File: src/rtl/light_rx_buffer.sv
// light_rx_buffer: receive FIFO behind the LightIO decoder.
// Captures one byte per rising edge of rx_irq into a circular buffer
// and hands words to the host through a registered pop handshake.
`ifndef PACKET_SIZE
`define PACKET_SIZE 8
`endif

module light_rx_buffer #(
  parameter int PACKET_SIZE = `PACKET_SIZE,
  parameter int ADDR_W      = 3
) (
  input  logic                   clock,
  input  logic                   reset,
  input  logic [PACKET_SIZE-1:0] rx_data,
  input  logic                   rx_irq,
  input  logic                   rd_req,
  output logic [PACKET_SIZE-1:0] rd_data,
  output logic                   rd_valid,
  output logic [ADDR_W:0]        count,
  output logic                   empty,
  output logic                   full,
  output logic                   host_irq,
  output logic                   overflow,
  input  logic                   ovf_clear
);
  localparam int DEPTH = 1 << ADDR_W;
  localparam logic [ADDR_W:0] DEPTH_C = DEPTH[ADDR_W:0];

  logic [PACKET_SIZE-1:0] mem_q [DEPTH];
  logic [ADDR_W-1:0]      wr_ptr_q, wr_ptr_d, rd_ptr_q, rd_ptr_d;
  logic [ADDR_W:0]        count_q, count_d;
  logic [PACKET_SIZE-1:0] rd_data_q, rd_data_d;
  logic                   rd_valid_q, rd_valid_d;
  logic                   overflow_q, overflow_d;
  logic                   irq_q, irq_d;
  logic                   capture, is_empty, is_full, pop, push, drop;

  // Next-state: edge detect, push/pop arbitration on pre-edge occupancy.
  always_comb begin
    irq_d      = rx_irq;
    capture    = rx_irq & ~irq_q;
    is_empty   = (count_q == '0);
    is_full    = (count_q == DEPTH_C);
    pop        = rd_req & ~is_empty;
    // A full buffer still accepts a byte when a pop frees a slot this cycle.
    push       = capture & (~is_full | pop);
    drop       = capture & is_full & ~pop;
    wr_ptr_d   = push ? wr_ptr_q + ADDR_W'(1) : wr_ptr_q;
    rd_ptr_d   = pop  ? rd_ptr_q + ADDR_W'(1) : rd_ptr_q;
    rd_data_d  = pop  ? mem_q[rd_ptr_q] : rd_data_q;
    rd_valid_d = pop;
    count_d    = count_q;
    case ({push, pop})
      2'b10:   count_d = count_q + (ADDR_W+1)'(1);
      2'b01:   count_d = count_q - (ADDR_W+1)'(1);
      default: count_d = count_q;
    endcase
    // Set wins over clear when both land in the same cycle.
    overflow_d = drop ? 1'b1 : (ovf_clear ? 1'b0 : overflow_q);
  end

  // Control and status registers with synchronous active-low reset.
  always_ff @(posedge clock) begin
    if (!reset) begin
      wr_ptr_q   <= '0;
      rd_ptr_q   <= '0;
      count_q    <= '0;
      rd_data_q  <= '0;
      rd_valid_q <= 1'b0;
      overflow_q <= 1'b0;
      irq_q      <= 1'b1;
    end else begin
      wr_ptr_q   <= wr_ptr_d;
      rd_ptr_q   <= rd_ptr_d;
      count_q    <= count_d;
      rd_data_q  <= rd_data_d;
      rd_valid_q <= rd_valid_d;
      overflow_q <= overflow_d;
      irq_q      <= irq_d;
    end
  end

  // Storage array; contents are left untouched by reset.
  always_ff @(posedge clock) begin
    if (reset && push) mem_q[wr_ptr_q] <= rx_data;
  end

  assign rd_data  = rd_data_q;
  assign rd_valid = rd_valid_q;
  assign count    = count_q;
  assign empty    = (count_q == '0);
  assign full     = (count_q == DEPTH_C);
  assign host_irq = (count_q != '0);
  assign overflow = overflow_q;
endmodule

File: config.mk
export PLATFORM = sky130hd
export DESIGN_NAME = light_rx_buffer
export DESIGN_NICKNAME = d
export VERILOG_FILES = /design/src/rtl/light_rx_buffer.sv
export SDC_FILE = /design/constraint.sdc
export NUM_CORES = 1
export LEC_CHECK = 0
export CAP_MARGIN = 10
export CORE_MARGIN = 8
export CORE_UTILIZATION = 55
export DETAILED_ROUTE_END_ITERATION = 8
export DONT_BUFFER_PORTS = 1
export PLACE_DENSITY_LB_ADDON = 0.2
export RECOVER_POWER = 50
export SYNTH_ARGS = -nofsm -noshare
export SYNTH_HDL_FRONTEND = slang
export SYNTH_SLANG_ARGS = --single-unit
File: constraint.sdc
create_clock -name clock -period 4.2 [get_ports clock]
set_input_delay 0.21 -clock clock [delete_from_list [all_inputs] [get_ports clock]]
set_output_delay 0.21 -clock clock [all_outputs]
set_load 0.01 [all_outputs]
==> results.cfg, run 1 <==
[setup_path]
worstSetupStartpointType = register
endpoint_kind = register
cp_cell_sequence = o41a_1, nand2_1, xnor2_1, ha_1, nor4b_1, or4_1, and3_1
cp.buffers_inverters = 0
crit_family = simple AND/OR/NAND/NOR gates
arrival_ns = 3.07
cp_data_required_time_ns = 4.44
slowest_stage = o41a_1
worstSetupPathType = register to register
cp_max_fo = 16
cp_slowest_stage_delay_ns = 0.70

[sta]
period_needed_ns = 2.84
slew_headroom = 0.184
rsz0062_at_grt = no
finalHoldViolations = 0
setup-tns-final_ns = 0
report.final.slew_viol_count = 0
max_freq_ghz = 0.353
timing.hold.ws_ns = 0.0117
skew_ns = 0.00783
setup_violations = 0
tightestPinTransition_ns = 1.21
period_share = 0.675

[pwr]
leakagePower_nw = 1.24
peakVddDrop_uv = 318
powerDensity_nw_per_um2 = 518

[detailed_routing]
finalWirelength_um = 7020
wl_per_cell_um = 22.5
antenna_left = 0
avgViaCountPerCell = 6.22
drc = 0
drt-pass1-iter-count = 4
drt-initial-drc-count = 124
vias = 1941

[grt]
grt.total_usage = 0.167
first_global_vias = 2042
grt_pass1_wl_um = 10800
grt-ovfl-total = 0
antenna_found_initial = 0
grt_max_degree = 19

[floorplan]
chipHeight_um = 95.1
die_w_um = 95.1
io_pins = 30
dieArea_um2 = 9030
coreArea_um2 = 6200
rows = 29
start_util = 0.554

[clock_tree]
root_buffer = clkbuf_8
cts_made_buffers = 9
post_cts_resized = 0
cts.reportedPaths.clkPinSlew_ns = 0.08
clock_path_buffers = 2
cts_hold_buf = 11
clk_latency_ns = 0.34
cts_tree = done
htreeDepth = 3
cts.sinks = 85
post-cts-setup-buffers = 0

[layout]
num-nets-final = 246
num_antenna_cells = 0
fill_cells = 473
layout-drive-gt1-share = 0.162
final_cell_mix = edfxtp_1 (64), dfxtp_1 (21), mux4_2 (16)
layout_commonest_cell = edfxtp_1
area_growth_pct = 10.4

[synth]
synth_xor_area_frac = 0.0153
yosys_most_used_dff = edfxtp_1
synth.area.top_cells = edfxtp_1 (56%), dfxtp_1 (12%), mux4_2 (10%)
synthCells = 217
ys_seq_elements = 85
synthMuxAreaShare = 0.117
synth_area_um2 = 3440
synth_fa_ha_area_frac = 0.0109
yosys.area.top_type_share = 0.559
synth_top_family_by_area = multiplexers
synth_top_cell_by_area = edfxtp_1
synth-edff-count = 64
syn-num-nets = 233
synthArstFlopShare = 0
yosysSeqAreaShare = 0.681
synth-simple-area-share = 0.0946
synth.distinct_cells = 41
synth-compound-area-share = 0.0575
avgSynthCellArea_um2 = 15.8
synth_warnings = 0

[run]
maxCapViolCount = 0

[placed_design]
place_congestion = 0.771
detailed_place_hpwl_um = 4380
portBuffers = 0

[outcome]
status = completed

[hold_path]
hold_path_class = input port to register
state kept, by name, summed over array words and instances, names as in the netlist:
| signal | cells |
|---|---|
| mem_q | 64 |
| rd_data | 8 |
| count | 4 |
| rd_ptr_q | 3 |
| wr_ptr_q | 3 |
| irq_q | 1 |
| overflow | 1 |
| rd_valid | 1 |
area by class of cell:
class,count,area [µm²],area share
sequential,85,2340,0.617
multi-input combinational,115,1010,0.266
timing repair buffer,17,158,0.0415
clock buffer,11,131,0.0346
tap,77,96.3,0.0254
clock inverter,5,51.3,0.0135
inverter,2,7.51,0.00198
synthesized netlist by cell type, types with 2 or more instances:
library cell and number:
edfxtp_1 64, dfxtp_1 21, mux4_2 16, nor2_1 11
o21ai_0 9, nand2_1 8, o22ai_1 8, and2_1 7
clkbuf_1 7, nor3_1 6, xnor2_1 5, and3_1 4
buf_2 4, o211ai_1 4, ha_1 3, mux2i_1 3
nand2b_1 3, nand3_1 3, nor2b_1 3, nor4_1 3
a21oi_1 2, buf_1 2, inv_1 2, or2b_1 2
routing by layer:
layer / routed length (µm) / track usage
met2: 3710 / 0.293
met1: 2670 / 0.181
met4: 181 / 0.0962
met5: 0 / 0
met3: 456 / 0.0409
logic make-up (layout without fill, tap and decap cells):
group,Yosys count,after routing
muxes,20,20
DFF,85,85
adders and majority gates,3,3
buffers and inverters,17,35
and+or+nand+nor,57,57
xor gates and xnor gates,6,6
AOI/OAI and AO/OA,29,29
through the flow:
step	area (µm²)	setup WS, ns	power (mW)	cells	util
4_1_cts	3790	1.60	1.98	310	0.611
6_report	3800	1.36	1.96	312	0.612
2_1_floorplan	3440	1.79	1.36	217	-
3_3_place_gp	3500	1.68	1.41	283	0.563
3_5_place_dp	3500	1.61	1.43	283	0.563
5_1_grt	3800	1.16	2.06	312	0.612
power breakdown:
part / leakage (nW) / internal [mW] / total, mW / switching [mW]
Sequential: 0.747 / 0.958 / 1.07 / 0.113
Combinational: 0.401 / 0.158 / 0.354 / 0.196
Clock: 0.0924 / 0.271 / 0.539 / 0.268
Total: 1.24 / 1.39 / 1.96 / 0.577
worst paths after layout:
path | startpoint | cells after the start | slack (ns) | end
setup reg to reg | count[1] | 7 | 1.36 | count[2]
hold reg to reg | rd_data[3] | 2 | 0.59 | rd_data[3]
setup / recovery | count[1] | 7 | 1.36 | count[2]
hold / removal | reset | 2 | 0.01 | rd_data[7]
No activity file was read; power rests on OpenSTA's default activity.
==> inputs of run 2 (changes only) <==
--- a/config.mk
+++ b/config.mk
@@ -5,6 +5,7 @@
 export SDC_FILE = /design/constraint.sdc
 export NUM_CORES = 1
 export LEC_CHECK = 0
+export ABC_AREA = 1
 export CAP_MARGIN = 10
 export CORE_MARGIN = 8
 export CORE_UTILIZATION = 55
==> constraint.sdc (replaced) <==
create_clock -name clock -period 2.3 [get_ports clock]
set_input_delay 0.115 -clock clock [delete_from_list [all_inputs] [get_ports clock]]
set_output_delay 0.115 -clock clock [all_outputs]
set_load 0.01 [all_outputs]
==> run 2 against run 1 <==
  * Combinational power grew to 3.8 times the previous value
  * Register-to-register slack worse by 1.1 ns
  * Sequential power is 74% higher
  * Critical path depth is 4 higher
  * First-iteration DRC count is 48% higher
  * Power is 120% higher
  * Core utilization is 1.7 points higher
  * Clock skew is 0.0023 ns higher
  * Final cell count is 32% higher
  * Setup slack worse by 1.1 ns
  * Clock power is 93% higher
  * Maximum frequency is 38% higher
==> results.cfg, run 2 <==
[placed_design]
place_inst = 383
place_congestion = 0.808
portBuffers = 0
detailed_place_hpwl_um = 4450

[sta]
report.final.slew_viol_count = 0
slew_headroom = 0.300
tightestPinTransition_ns = 1.04
setup_violations = 0
finalHoldViolations = 0
timing.hold.ws_ns = 0.0504
period_needed_ns = 2.06
skew_ns = 0.0101
rsz0062_at_grt = no
period_share = 0.894
max_freq_ghz = 0.486
setup-tns-final_ns = 0

[synth]
synth_area_um2 = 3470
synthArstFlopShare = 0
yosys_most_used_dff = edfxtp_1
yosysSeqAreaShare = 0.676
synth_top_cell_by_area = edfxtp_1
synth.distinct_cells = 32
ys_seq_elements = 85
syn-num-nets = 322
yosys.area.top_type_share = 0.555
avgSynthCellArea_um2 = 11.3
synthCells = 306
synth_warnings = 0
synth.area.top_cells = edfxtp_1 (55%), dfxtp_1 (12%), o21ai_0 (5.3%)
synth_commonest_cells = edfxtp_1 (64), nor2_1 (45), o21ai_0 (37)
synth-edff-count = 64
synthMostInstantiatedCell = edfxtp_1

[detailed_routing]
drt-pass1-iter-count = 4
avgViaCountPerCell = 5.60
drc = 0
antenna_left = 0
wl_per_cell_um = 16.7
finalWirelength_um = 6860
vias = 2300
drt-initial-drc-count = 183

[floorplan]
coreArea_um2 = 6200
die_w_um = 95.4
io_pins = 30
rows = 29
start_util = 0.559
dieArea_um2 = 9100
chipHeight_um = 95.4

[setup_path]
crit_start = count[0]
cp_data_required_time_ns = 2.54
timing.rr.start = count[0]
cp_max_fo = 7
arrival_ns = 2.30
worstSetupStartpointType = register
ff2ff_path_depth = 11
reg2reg_to = count[2]
worstSetupPathType = register to register
endpoint_kind = register
r2r_slack_ns = 0.24

[pwr]
totalPowerFinal_mw = 4.23
leakagePower_nw = 1.40
peakVddDrop_uv = 645
powerDensity_nw_per_um2 = 1080
p_clk_frac = 0.245
p_seq_frac = 0.441
comb_power_share = 0.314
power_switching_share = 0.358
power.switching_mw = 1.51
p_int_mw = 2.71

[clock_tree]
cts.reportedPaths.clkPinSlew_ns = 0.08
clk_latency_ns = 0.35
cts.sinks = 85
htreeDepth = 3
root_buffer = clkbuf_8
post-cts-setup-buffers = 0
cts_tree = done
cts_made_buffers = 9
clock_path_buffers = 2

[layout]
area_growth_pct = 12.5
final_cell_mix = edfxtp_1 (64), nor2_1 (45), o21ai_0 (37)
largest_reg_flops = 64
layout_commonest_cell = edfxtp_1
num-nets-final = 345
layout-drive-gt1-share = 0.117
utilization = 0.629
final_cells = 411
top_register = mem_q

[grt]
grt_max_degree = 33
use_met3 = 0.0535
first_global_vias = 2139
antenna_found_initial = 1
grt.total_usage = 0.162
grt-ovfl-total = 0
met1_usage = 0.211
grt_pass1_wl_um = 10800
grtUsageMet2 = 0.235
gr-max-usage-layer = met2

[hold_path]
min_delay_path_depth = 4
min-delay-start = rx_irq
min_to = overflow
hold_path_class = input port to register

[run]
maxCapViolCount = 0

[outcome]
status = completed
run 2: per-layer routing:
metal  up-vias  share of wire  routed length [µm]
li1       1130              -                   -
met3         8          0.070                 479
met4         0          0.017                 118
met2        63           0.46                3140
met1      1099           0.46                3130
met5         -              0                   0
run 2: area by class of cell:
class                      instances  area [µm²]
antenna                            1        2.50
clock buffer                       9         124
inverter                          26        98.8
fill                             482        2300
multi-input combinational        181         943
timing repair buffer              26         221
sequential                        85        2340
tap                               77        96.3
clock inverter                     6        71.3
run 2: logic make-up (layout without fill, tap and decap cells):
logic type	Yosys count	in the layout	synth area share
other cells	0	1	0
simple gates	95	95	0.125
xor+xnor	2	2	0.00506
compound gates	81	81	0.137
buf+inv	40	67	0.0462
fa+ha+maj	3	3	0.0108
flops	85	85	0.676
run 2: critical path, cell delays in order (launching register included):
cell	delay, ns
dfxtp_1	0.34
buf_4	0.17
nor2_1	0.06
nand2_1	0.24
nand4_1	0.22
nand2_1	0.14
inv_1	0.05
ha_1	0.16
or2_1	0.23
xor2_1	0.15
o21ai_1	0.14
inv_1	0.05
run 2: stage by stage:
| step | worst slack [ns] | cell area, µm² |
|---|---|---|
| after CTS | 0.305 | 3920 |
| final | 0.243 | 3900 |
| after global routing | 0.0733 | 3900 |
| after detailed placement | 0.330 | 3610 |
| after global placement | 0.327 | 3610 |
| after floorplan | 0.386 | 3470 |
run 2: worst max path at each step:
stage	to	slack (ns)	depth (start not counted)
floorplan	mem_q[0][0]	0.39	6
global placement	mem_q[6][6]	0.33	7
detailed placement	count[2]	0.33	11
CTS	count[2]	0.30	11
global route	count[2]	0.07	11
finish	count[2]	0.24	11
run 2: power by group through the flow:
stage	Sequential (mW)	Clock (mW)	Combinational, mW
finish	1.86	1.04	1.33
CTS	1.88	1.06	1.35
floorplan	1.93	0	0.946
global placement	1.91	0	1.29
detailed placement	1.91	0	1.31
global route	1.88	1.11	1.50
run 2: timing repair:
| action | 4_1_cts | 5_1_grt |
|---|---|---|
| hold buffers | 12 | 0 |
| gates resized for setup | 0 | 0 |
| endpoints found under the hold margin | 73 | 0 |
==> inputs of run 3 (changes only) <==
--- a/config.mk
+++ b/config.mk
@@ -11,8 +11,10 @@
 export CORE_UTILIZATION = 55
 export DETAILED_ROUTE_END_ITERATION = 8
 export DONT_BUFFER_PORTS = 1
+export MAX_ROUTING_LAYER = met4
 export PLACE_DENSITY_LB_ADDON = 0.2
 export RECOVER_POWER = 50
+export REMOVE_ABC_BUFFERS = 1
 export SYNTH_ARGS = -nofsm -noshare
 export SYNTH_HDL_FRONTEND = slang
 export SYNTH_SLANG_ARGS = --single-unit
==> run 3 against run 2 <==
  * Critical path depth fell by 3
  * Die area did not move
  * Flip-flop and latch count did not move
  * Clock skew barely moved
  * Critical endpoint is now mem_q[0][0]
  * Highest routed layer unchanged
==> results.cfg, run 3 (synthesis gave the netlist of run 2 again) <==
[detailed_routing]
drc = 0
avgViaCountPerCell = 5.68
drt-pass1-iter-count = 4
drt-initial-drc-count = 172
vias = 2351
finalWirelength_um = 7420
antenna_left = 0
wl_per_cell_um = 17.9

[placed_design]
portBuffers = 0
post_dp_cell_area_um2 = 3630
dp_worst_setup_slack_ns = 0.241
detailed_place_hpwl_um = 4640
place_congestion = 0.819
place_inst = 386

[setup_path]
ff2ff_path_depth = 8
endpoint_kind = register
worstSetupPathType = register to register
timing.rr.start = count[3]
cp_data_required_time_ns = 2.37
r2r_slack_ns = 0.20
arrival_ns = 2.17
cp_max_fo = 5
reg2reg_to = mem_q[0][0]
worstSetupStartpointType = register

[outcome]
status = completed

[pwr]
p_seq_frac = 0.424
power.switching_mw = 1.53
comb_power_share = 0.312
totalPowerFinal_mw = 4.37
powerDensity_nw_per_um2 = 1110
leakagePower_nw = 1.42
p_clk_frac = 0.264
p_int_mw = 2.84
power_switching_share = 0.350
peakVddDrop_uv = 653

[clock_tree]
root_buffer = clkbuf_8
cts_made_buffers = 9
clock_path_buffers = 2
cts.sinks = 85
post_cts_resized = 0
cts_tree = done
htreeDepth = 3
clk_latency_ns = 0.36
cts.reportedPaths.clkPinSlew_ns = 0.09

[sta]
timing.hold.ws_ns = 0.0493
setup-tns-final_ns = 0
slew_headroom = 0.335
period_share = 0.912
skew_ns = 0.00988
fin_ws_ns = 0.201
tightestPinTransition_ns = 0.995
rsz0062_at_grt = no
period_needed_ns = 2.10
finalHoldViolations = 0
max_freq_ghz = 0.476
setup_violations = 0
report.final.slew_viol_count = 0

[hold_path]
hold_path_class = input port to register
min_delay_path_depth = 4
min-delay-start = rx_irq
min_to = overflow

[grt]
grt_max_degree = 21
antenna_found_initial = 0
grt.total_usage = 0.183
grt-ovfl-total = 0
grt_pass1_wl_um = 11600
first_global_vias = 2341

[layout]
num-nets-final = 348
utilization = 0.636
top_register = mem_q
final_cells = 414
multi_input_area_um2 = 943
num_antenna_cells = 0
seqCellArea_um2 = 2340
area_growth_pct = 13.9
largest_reg_flops = 64
final_cell_mix = edfxtp_1 (64), nor2_1 (45), o21ai_0 (37)
layout_commonest_cell = edfxtp_1
fill_cells = 505
finalInstanceArea_um2 = 3950
layout-drive-gt1-share = 0.128

[floorplan]
rows = 29
die_w_um = 95.4
io_pins = 30
chipHeight_um = 95.4
dieArea_um2 = 9100
coreArea_um2 = 6200
start_util = 0.559

[run]
maxCapViolCount = 0
-- run 3: layout make-up --
type / instances / share of cell area
multi-input combinational: 181 / 0.239
inverter: 26 / 0.0250
clock buffer: 9 / 0.0314
tap: 77 / 0.0244
sequential: 85 / 0.594
timing repair buffer: 29 / 0.0618
clock inverter: 7 / 0.0247
-- run 3: worst max-delay path: stages, from the launching register on --
cell and delay [ns]:
dfxtp_1 0.32, inv_1 0.05, nor4_1 0.06, nand2_2 0.05, nand2_1 0.12, nor2_1 0.16, inv_1 0.09, nor3_1 0.68
buf_4 0.28
-- run 3: repair_timing --
| item | CTS | global route |
|---|---|---|
| hold buffers | 12 | 0 |
| hold endpoints to repair | 73 | 0 |
| buffers inserted | 0 | 0 |
-- run 3: power groups by stage --
stage	logic (mW)	registers [mW]	clock network (mW)
4_1_cts	1.39	1.87	1.17
3_3_place_gp	1.33	1.90	0
3_5_place_dp	1.35	1.90	0
5_1_grt	1.55	1.87	1.24
2_1_floorplan	0.827	1.98	0
6_report	1.36	1.85	1.15
-- run 3: routing by layer --
metal / vias up / GRT usage / share of wire
met4: 0 / 0.0960 / 0.028
met1: 1108 / 0.215 / 0.44
met5: - / - / 0
met3: 19 / 0.0425 / 0.066
li1: 1146 / - / -
met2: 78 / 0.288 / 0.46
-- run 3: how the worst max path moves through the flow --
stage	startpoint	to	slack, ns
after floorplan	rd_ptr_q[0]	rd_data[0]	0.36
after global routing	irq_q	mem_q[0][0]	0.09
after CTS	count[3]	mem_q[0][2]	0.21
final	count[3]	mem_q[0][0]	0.20
after detailed placement	count[3]	mem_q[0][1]	0.24
after global placement	count[3]	mem_q[0][1]	0.30
